## src/rtl/qracc_sram_seq_if.sv

```systemverilog
// qracc_sram_seq_if: request/response bus between a master and the SRAM sequencer
interface qracc_sram_seq_if #(
  parameter int numRows = 128,
  parameter int numCols = 32
);
  logic rq_wr_i;
  logic rq_valid_i;
  logic rq_ready_o;
  logic [$clog2(numRows)-1:0] addr_i;
  logic [numCols-1:0] wr_data_i;
  logic rd_valid_o;
  logic [numCols-1:0] rd_data_o;
  modport master (
    output rq_wr_i, rq_valid_i, addr_i, wr_data_i,
    input rq_ready_o, rd_valid_o, rd_data_o
  );
  modport slave (
    input rq_wr_i, rq_valid_i, addr_i, wr_data_i,
    output rq_ready_o, rd_valid_o, rd_data_o
  );
endinterface

```

## src/rtl/qracc_sram_seq.sv

```systemverilog
// qracc_sram_seq: precharge/write/sense sequencer for an analog SRAM macro; define SRAM_SEQ_WRITE_VERIFY_EN to add a write readback with wr_err_o
module qracc_sram_seq #(
  parameter int numRows = 128,
  parameter int numCols = 32,
  parameter int pchCycles = 2,
  parameter int wrCycles = 1
) (
  input  logic clk,
  input  logic rst,
  qracc_sram_seq_if.slave bus,
  output logic [numRows-1:0] WL,
  output logic PCH,
  output logic WRITE,
  output logic [numCols-1:0] WR_DATA,
  output logic [numCols-1:0] CSEL,
  output logic SAEN,
  input  logic [numCols-1:0] SA_OUT
`ifdef SRAM_SEQ_WRITE_VERIFY_EN
  ,
  output logic wr_err_o
`endif
);
  typedef enum logic [2:0] {IDLE, PRE, WR, WLON, SENSE} state_t;
  state_t state;
  int cnt;
  logic [$clog2(numRows)-1:0] addr_q;
  logic [numCols-1:0] data_q;
  logic wr_q;
  logic go_wr;
`ifdef SRAM_SEQ_WRITE_VERIFY_EN
  logic vfy;
  assign go_wr = wr_q && !vfy;
`else
  assign go_wr = wr_q;
`endif
  // Sequencer FSM; every macro-facing output is a register so the analog side never sees glitches
  always_ff @(posedge clk or posedge rst)
    if (rst) begin
      state <= IDLE;
      cnt <= 0;
      addr_q <= '0;
      data_q <= '0;
      wr_q <= 1'b0;
      bus.rq_ready_o <= 1'b0;
      bus.rd_valid_o <= 1'b0;
      bus.rd_data_o <= '0;
      WL <= '0;
      PCH <= 1'b0;
      WRITE <= 1'b0;
      WR_DATA <= '0;
      CSEL <= '0;
      SAEN <= 1'b0;
`ifdef SRAM_SEQ_WRITE_VERIFY_EN
      vfy <= 1'b0;
      wr_err_o <= 1'b0;
`endif
    end else begin
      bus.rd_valid_o <= 1'b0;
`ifdef SRAM_SEQ_WRITE_VERIFY_EN
      wr_err_o <= 1'b0;
`endif
      case (state)
        IDLE:
          if (bus.rq_valid_i && bus.rq_ready_o) begin
            addr_q <= bus.addr_i;
            data_q <= bus.wr_data_i;
            wr_q <= bus.rq_wr_i;
            bus.rq_ready_o <= 1'b0;
            PCH <= 1'b1;
            cnt <= 1;
            state <= PRE;
          end else bus.rq_ready_o <= 1'b1;
        PRE:
          if (cnt < pchCycles) cnt <= cnt + 1;
          else begin
            PCH <= 1'b0;
            WL <= numRows'(1) << addr_q;
            cnt <= 1;
            if (go_wr) begin
              WRITE <= 1'b1;
              WR_DATA <= data_q;
              CSEL <= '1;
              state <= WR;
            end else state <= WLON;
          end
        WR:
          if (cnt < wrCycles) cnt <= cnt + 1;
          else begin
            WL <= '0;
            WRITE <= 1'b0;
            WR_DATA <= '0;
            CSEL <= '0;
`ifdef SRAM_SEQ_WRITE_VERIFY_EN
            vfy <= 1'b1;
            PCH <= 1'b1;
            cnt <= 1;
            state <= PRE;
`else
            bus.rq_ready_o <= 1'b1;
            state <= IDLE;
`endif
          end
        WLON: begin
          SAEN <= 1'b1;
          state <= SENSE;
        end
        SENSE: begin
          WL <= '0;
          SAEN <= 1'b0;
          bus.rq_ready_o <= 1'b1;
          state <= IDLE;
`ifdef SRAM_SEQ_WRITE_VERIFY_EN
          if (vfy) begin
            vfy <= 1'b0;
            wr_err_o <= SA_OUT != data_q;
          end else begin
            bus.rd_data_o <= SA_OUT;
            bus.rd_valid_o <= 1'b1;
          end
`else
          bus.rd_data_o <= SA_OUT;
          bus.rd_valid_o <= 1'b1;
`endif
        end
        default: state <= IDLE;
      endcase
    end
endmodule
```

## src/flat_wrapper.sv

```systemverilog
// flat-port wrapper written by rule: the top's interface ports become plain ports
module qracc_sram_seq_flat 
#(
  parameter int numRows = 128,
  parameter int numCols = 32,
  parameter int pchCycles = 2,
  parameter int wrCycles = 1
)
  (clk, rst, WL, PCH, WRITE, WR_DATA, CSEL, SAEN, SA_OUT, bus_rq_wr_i, bus_rq_valid_i, bus_addr_i, bus_wr_data_i, bus_rq_ready_o, bus_rd_valid_o, bus_rd_data_o);
  qracc_sram_seq_if #(.numRows(numRows), .numCols(numCols)) bus_i ();
  input  logic clk;
  input  logic rst;
  output logic [numRows-1:0] WL;
  output logic PCH;
  output logic WRITE;
  output logic [numCols-1:0] WR_DATA;
  output logic [numCols-1:0] CSEL;
  output logic SAEN;
  input  logic [numCols-1:0] SA_OUT;
  input wire logic [$bits(bus_i.rq_wr_i)-1:0] bus_rq_wr_i;
  input wire logic [$bits(bus_i.rq_valid_i)-1:0] bus_rq_valid_i;
  input wire logic [$bits(bus_i.addr_i)-1:0] bus_addr_i;
  input wire logic [$bits(bus_i.wr_data_i)-1:0] bus_wr_data_i;
  output wire logic [$bits(bus_i.rq_ready_o)-1:0] bus_rq_ready_o;
  output wire logic [$bits(bus_i.rd_valid_o)-1:0] bus_rd_valid_o;
  output wire logic [$bits(bus_i.rd_data_o)-1:0] bus_rd_data_o;
  assign bus_i.rq_wr_i = bus_rq_wr_i;
  assign bus_i.rq_valid_i = bus_rq_valid_i;
  assign bus_i.addr_i = bus_addr_i;
  assign bus_i.wr_data_i = bus_wr_data_i;
  assign bus_rq_ready_o = bus_i.rq_ready_o;
  assign bus_rd_valid_o = bus_i.rd_valid_o;
  assign bus_rd_data_o = bus_i.rd_data_o;
  qracc_sram_seq #(.numRows(numRows), .numCols(numCols), .pchCycles(pchCycles), .wrCycles(wrCycles)) u_core (.clk(clk), .rst(rst), .bus(bus_i), .WL(WL), .PCH(PCH), .WRITE(WRITE), .WR_DATA(WR_DATA), .CSEL(CSEL), .SAEN(SAEN), .SA_OUT(SA_OUT));
endmodule
```

## config.mk

```make
export PLATFORM = sky130hd
export DESIGN_NAME = qracc_sram_seq_flat
export DESIGN_NICKNAME = d
export VERILOG_FILES = /design/src/rtl/qracc_sram_seq_if.sv /design/src/rtl/qracc_sram_seq.sv /design/src/flat_wrapper.sv
export SDC_FILE = /design/constraint.sdc
export NUM_CORES = 1
export LEC_CHECK = 0
export CAP_MARGIN = 20
export CORE_MARGIN = 2
export CORE_UTILIZATION = 50
export CTS_CLUSTER_SIZE = 16
export DETAILED_ROUTE_END_ITERATION = 10
export PLACE_DENSITY = 0.94
export SYNTH_ARGS = -nofsm -noshare
export SYNTH_HDL_FRONTEND = slang
export SYNTH_SLANG_ARGS = --single-unit
```

## constraint.sdc

```tcl
create_clock -name clk -period 21.5 [get_ports clk]
set_input_delay 4.3 -clock clk [delete_from_list [all_inputs] [get_ports clk]]
set_output_delay 4.3 -clock clk [all_outputs]
set_load 0.01 [all_outputs]
```

==> metrics.log <==
[metrics] Fin Setup TNS: 0 ps
[metrics] post-detailed-route via-to-cell ratio: 5.94
[metrics] total clock buffers created by CTS: 27
[metrics] Max Clock Skew: 23.7 ps
[metrics] maximum fanout along the worst path: 34
[metrics] vias post-DR: 8337
[metrics] total global routing overflow: 0
[metrics] number of slew-limit violations in the final report: 0
[metrics] aggregate global-route resource usage: 25.4%
[metrics] worst rel slew slack: 32.6%
[metrics] crit path setup slack, layout: ~15000 ps
[metrics] maxcap violations: 0
[metrics] start of the worst register-to-register path: u_core.state[0]
[metrics] standard cell core area: around 22000 sq um
[metrics] HP Start: u_core.data_q[30]
[metrics] TritonCTS clock tree: built
[metrics] pwr/cell area: 131 nW/um^2
[metrics] DRC: 0
[metrics] count of endpoints failing hold in the final timing report: 0
[metrics] fraction of registers with async set or reset after synthesis: 100%
[metrics] number of hold buffers added after cts: 0
[metrics] part of the cycle the worst path needs: ~30%
[metrics] setup violators final: 0
[metrics] number of buffers inserted to repair setup after CTS: 0
[metrics] peak supply drop: 0.0986 mV
[metrics] routed wire length: 30100 um
[metrics] WP buf/inv: 1
[metrics] Ant. Diodes: 0
[metrics] Slew @ Worst Pin: between 1000 and 1500 ps
[metrics] Hold WS: roughly 500 ps
[metrics] largest net degree at the start of global routing: between 100 and 150
[metrics] FP Rows: 54
[metrics] Worst Setup Slack post-DPL: 14820 ps
[metrics] number of cells on the critical path: 1
[metrics] # IOs: 304
[metrics] post-cts resize count: 0
[metrics] CTS HTree Levels: 1
[metrics] library cells used by synthesis: 47
[metrics] remaining antenna violation count after routing: 0
[metrics] final weighted congestion of routability-driven global placement: approximately 0.83
[metrics] sink count of the clock tree: 272
[metrics] Synthesis Warnings: 0
[metrics] height of the die: approximately 150 um
[metrics] flop and latch count out of synthesis: 272
[metrics] length of routed met2 wiring: roughly 15000 um
[metrics] starting density of the core: 50.6%
[metrics] routed wirelength normalized by instance count: 21.5 um
[metrics] number of flops mapped to enable cells by yosys: 0
[metrics] count of port buffers added during placement: 303
[metrics] Post-Synthesis Cell Area: ~11000 sq um
[metrics] detailed router's first-iteration violation count: between 500 and 600
[metrics] clock transition at the registers of the reported paths: 60 ps
[metrics] initial antenna violation count: 0
[metrics] Clock Root Buffer: sky130_fd_sc_hd__clkbuf_16
[metrics] TritonRoute pass-1 iters: 7
[metrics] number of global-route vias before repair: 8340
[metrics] Highest Clock Rate: 155 MHz
[metrics] clock period minus worst slack: ~6500 ps
[metrics] share of cells above drive strength 1: around 13%
[metrics] critical path endpoint category: primary output
[metrics] Data required, critical path: around 17000 ps
[metrics] highest metal layer with signal wires: met4
[metrics] class of the tightest hold or removal check: register to register
[metrics] worst-skew pair later-pin latency: 550 ps
[metrics] type of element launching the critical path: register
[metrics] Static Leak: roughly 0.0066 uW
[metrics] Top FF cell, synth: sky130_fd_sc_hd__dfrtp_1
[metrics] floorplan die area: 23200 sq um
[metrics] Die Width: 152 um
[metrics] delay-heaviest family, CP: flip-flops
[metrics] syn avg cell area: 13.0 sq um
[metrics] post-synth net total: approximately 920
[metrics] arrival time of data at the critical path endpoint: between 2000 and 2500 ps
[metrics] type of the worst setup path: register to primary output
[metrics] r2r worst-path depth: 6
[metrics] unrepaired setup endpoints after global routing: no
[metrics] hold path endpoint: u_core.WR_DATA[30]
[metrics] cell with the largest stage delay on the worst path: sky130_fd_sc_hd__dfrtp_1
[metrics] wire length on met3: 2400 um
[metrics] run status: complete, no violations
[metrics] number of nets in the layout: 1179
[metrics] Critical Path Max Stage Delay: 930 ps
[metrics] number of instances on the worst hold path: 1
[metrics] sequential area share after synthesis: roughly 62%
[metrics] HPWL after detailed placement: 19900 um
[metrics] setup slack, reg-to-reg: 18210 ps
[metrics] CP cell instances: clkdlybuf4s50_1
[metrics] buffers from clock root to sink, at most: 3
[metrics] Design Area, Final: approximately 15000 sq um
[metrics] gate count of the mapped netlist: 844
[metrics] global-route wire length before repair: ~48000 um
[metrics] endpoint of the lowest-slack register-to-register path: u_core.WL[37]
[metrics] routed length on met1: 11500 um
[metrics] Area growth, synth to finish: 36.7%
[metrics] Post-Place Cell Area: about 14000 sq um
per-stage QoR:
step	power (uW)	std cells	utilization [%]
3_5_place_dp	1480	1352	64.8
3_3_place_gp	1430	1351	64.6
4_1_cts	1970	1402	69.1
2_1_floorplan	1150	844	-
5_1_grt	2060	1403	69.2
6_report	1970	1403	69.2
cells by family after synthesis:
logic type                 count (synthesis)  synth area share, %
xor gates and xnor gates                  19                 1.52
AOI/OAI and AO/OA                        202                 15.1
DFF                                      272                 62.0
muxes                                     73                 7.45
buffers and inverters                     96                 4.70
adders and majority gates                  2                0.228
and+or+nand+nor                          180                 9.03
Yosys cell counts (2+ instances only):
cell | instances | share of area (%)
sky130_fd_sc_hd__xor2_1 | 17 | 1.4
sky130_fd_sc_hd__and2_1 | 4 | 0.23
sky130_fd_sc_hd__or3_1 | 5 | 0.28
sky130_fd_sc_hd__nand3b_1 | 2 | 0.14
sky130_fd_sc_hd__nor3_1 | 7 | 0.32
sky130_fd_sc_hd__buf_4 | 32 | 2.2
sky130_fd_sc_hd__buf_2 | 17 | 0.77
sky130_fd_sc_hd__o21ai_0 | 10 | 0.46
sky130_fd_sc_hd__ha_1 | 2 | 0.23
sky130_fd_sc_hd__a21o_1 | 2 | 0.14
sky130_fd_sc_hd__mux2i_1 | 3 | 0.27
sky130_fd_sc_hd__o21a_1 | 2 | 0.14
sky130_fd_sc_hd__nor3b_1 | 4 | 0.27
sky130_fd_sc_hd__buf_6 | 2 | 0.21
sky130_fd_sc_hd__and3_1 | 11 | 0.63
sky130_fd_sc_hd__or3b_2 | 4 | 0.32
sky130_fd_sc_hd__nor2_1 | 61 | 2.1
sky130_fd_sc_hd__mux2_2 | 70 | 7.2
sky130_fd_sc_hd__a22o_1 | 162 | 13
sky130_fd_sc_hd__a21oi_1 | 15 | 0.68
sky130_fd_sc_hd__nand2b_1 | 2 | 0.11
sky130_fd_sc_hd__nand3_1 | 15 | 0.68
sky130_fd_sc_hd__clkbuf_1 | 31 | 1.1
sky130_fd_sc_hd__xnor2_1 | 2 | 0.16
sky130_fd_sc_hd__nor4_1 | 5 | 0.28
sky130_fd_sc_hd__or4_1 | 8 | 0.55
sky130_fd_sc_hd__dfrtp_1 | 272 | 62
sky130_fd_sc_hd__and4_1 | 5 | 0.40
sky130_fd_sc_hd__nand4_1 | 16 | 0.91
sky130_fd_sc_hd__buf_1 | 6 | 0.21
sky130_fd_sc_hd__o31ai_1 | 7 | 0.48
sky130_fd_sc_hd__nand4b_1 | 2 | 0.16
sky130_fd_sc_hd__nand2_1 | 20 | 0.68
sky130_fd_sc_hd__inv_1 | 8 | 0.27
placed cells by master, fill, tap and decap left out, types with 9 or more instances in the layout:
master / instances
sky130_fd_sc_hd__buf_4: 12
sky130_fd_sc_hd__mux2_2: 70
sky130_fd_sc_hd__o21ai_0: 9
sky130_fd_sc_hd__xor2_1: 17
sky130_fd_sc_hd__a21oi_1: 15
sky130_fd_sc_hd__nor2_1: 61
sky130_fd_sc_hd__nand3_1: 15
sky130_fd_sc_hd__nand4_1: 16
sky130_fd_sc_hd__clkbuf_16: 27
sky130_fd_sc_hd__and3_1: 11
sky130_fd_sc_hd__dfrtp_1: 272
sky130_fd_sc_hd__a22o_1: 162
sky130_fd_sc_hd__nand2_1: 20
sky130_fd_sc_hd__clkdlybuf4s50_1: 303
registers in the layout, summed over array words and instances, names as in the netlist:
name                   count
u_core.WL                128
u_core.WR_DATA            32
u_core.bus.rd_data_o      32
u_core.cnt                32
u_core.data_q             32
u_core.addr_q              7
u_core.state               3
u_core.CSEL                1
u_core.PCH                 1
u_core.SAEN                1
u_core.bus.rd_valid_o      1
u_core.bus.rq_ready_o      1
u_core.go_wr               1
power breakdown:
group	leakage (uW)	switching (uW)	internal, uW
sequential	0.00363	96.3	636
combinational	0.00253	398	346
clock	0.000462	200	291
total	0.00661	695	1270
layer usage:
metal,vias to the layer above,track usage (%)
li1,3603,-
met1,4262,32.5
met2,418,44.4
met3,54,5.32
met4,0,6.72
met5,-,0
layout make-up:
class                   count  area (sq um)
flip-flops and latches    272          6810
fillers                  1442          6680
multi-input cells         476          3700
repair buffers            317          3180
clock buffers              37           783
well taps                 280           350
clock inverters            13           153
inverters                   8          37.5
worst max-delay path by stage:
| stage | start | endpoint | slack (ps) |
|---|---|---|---|
| final | u_core.CSEL[30] | CSEL[8] | 15030 |
| after global routing | u_core.CSEL[30] | CSEL[19] | 14860 |
| after CTS | u_core.CSEL[30] | CSEL[29] | 14960 |
| after detailed placement | bus_rq_valid_i | u_core.cnt[23] | 14820 |
| after global placement | bus_rq_valid_i | u_core.cnt[21] | 14850 |
| after floorplan | rst | u_core.CSEL[30] | 9700 |
No activity file was read; power rests on OpenSTA's default activity.
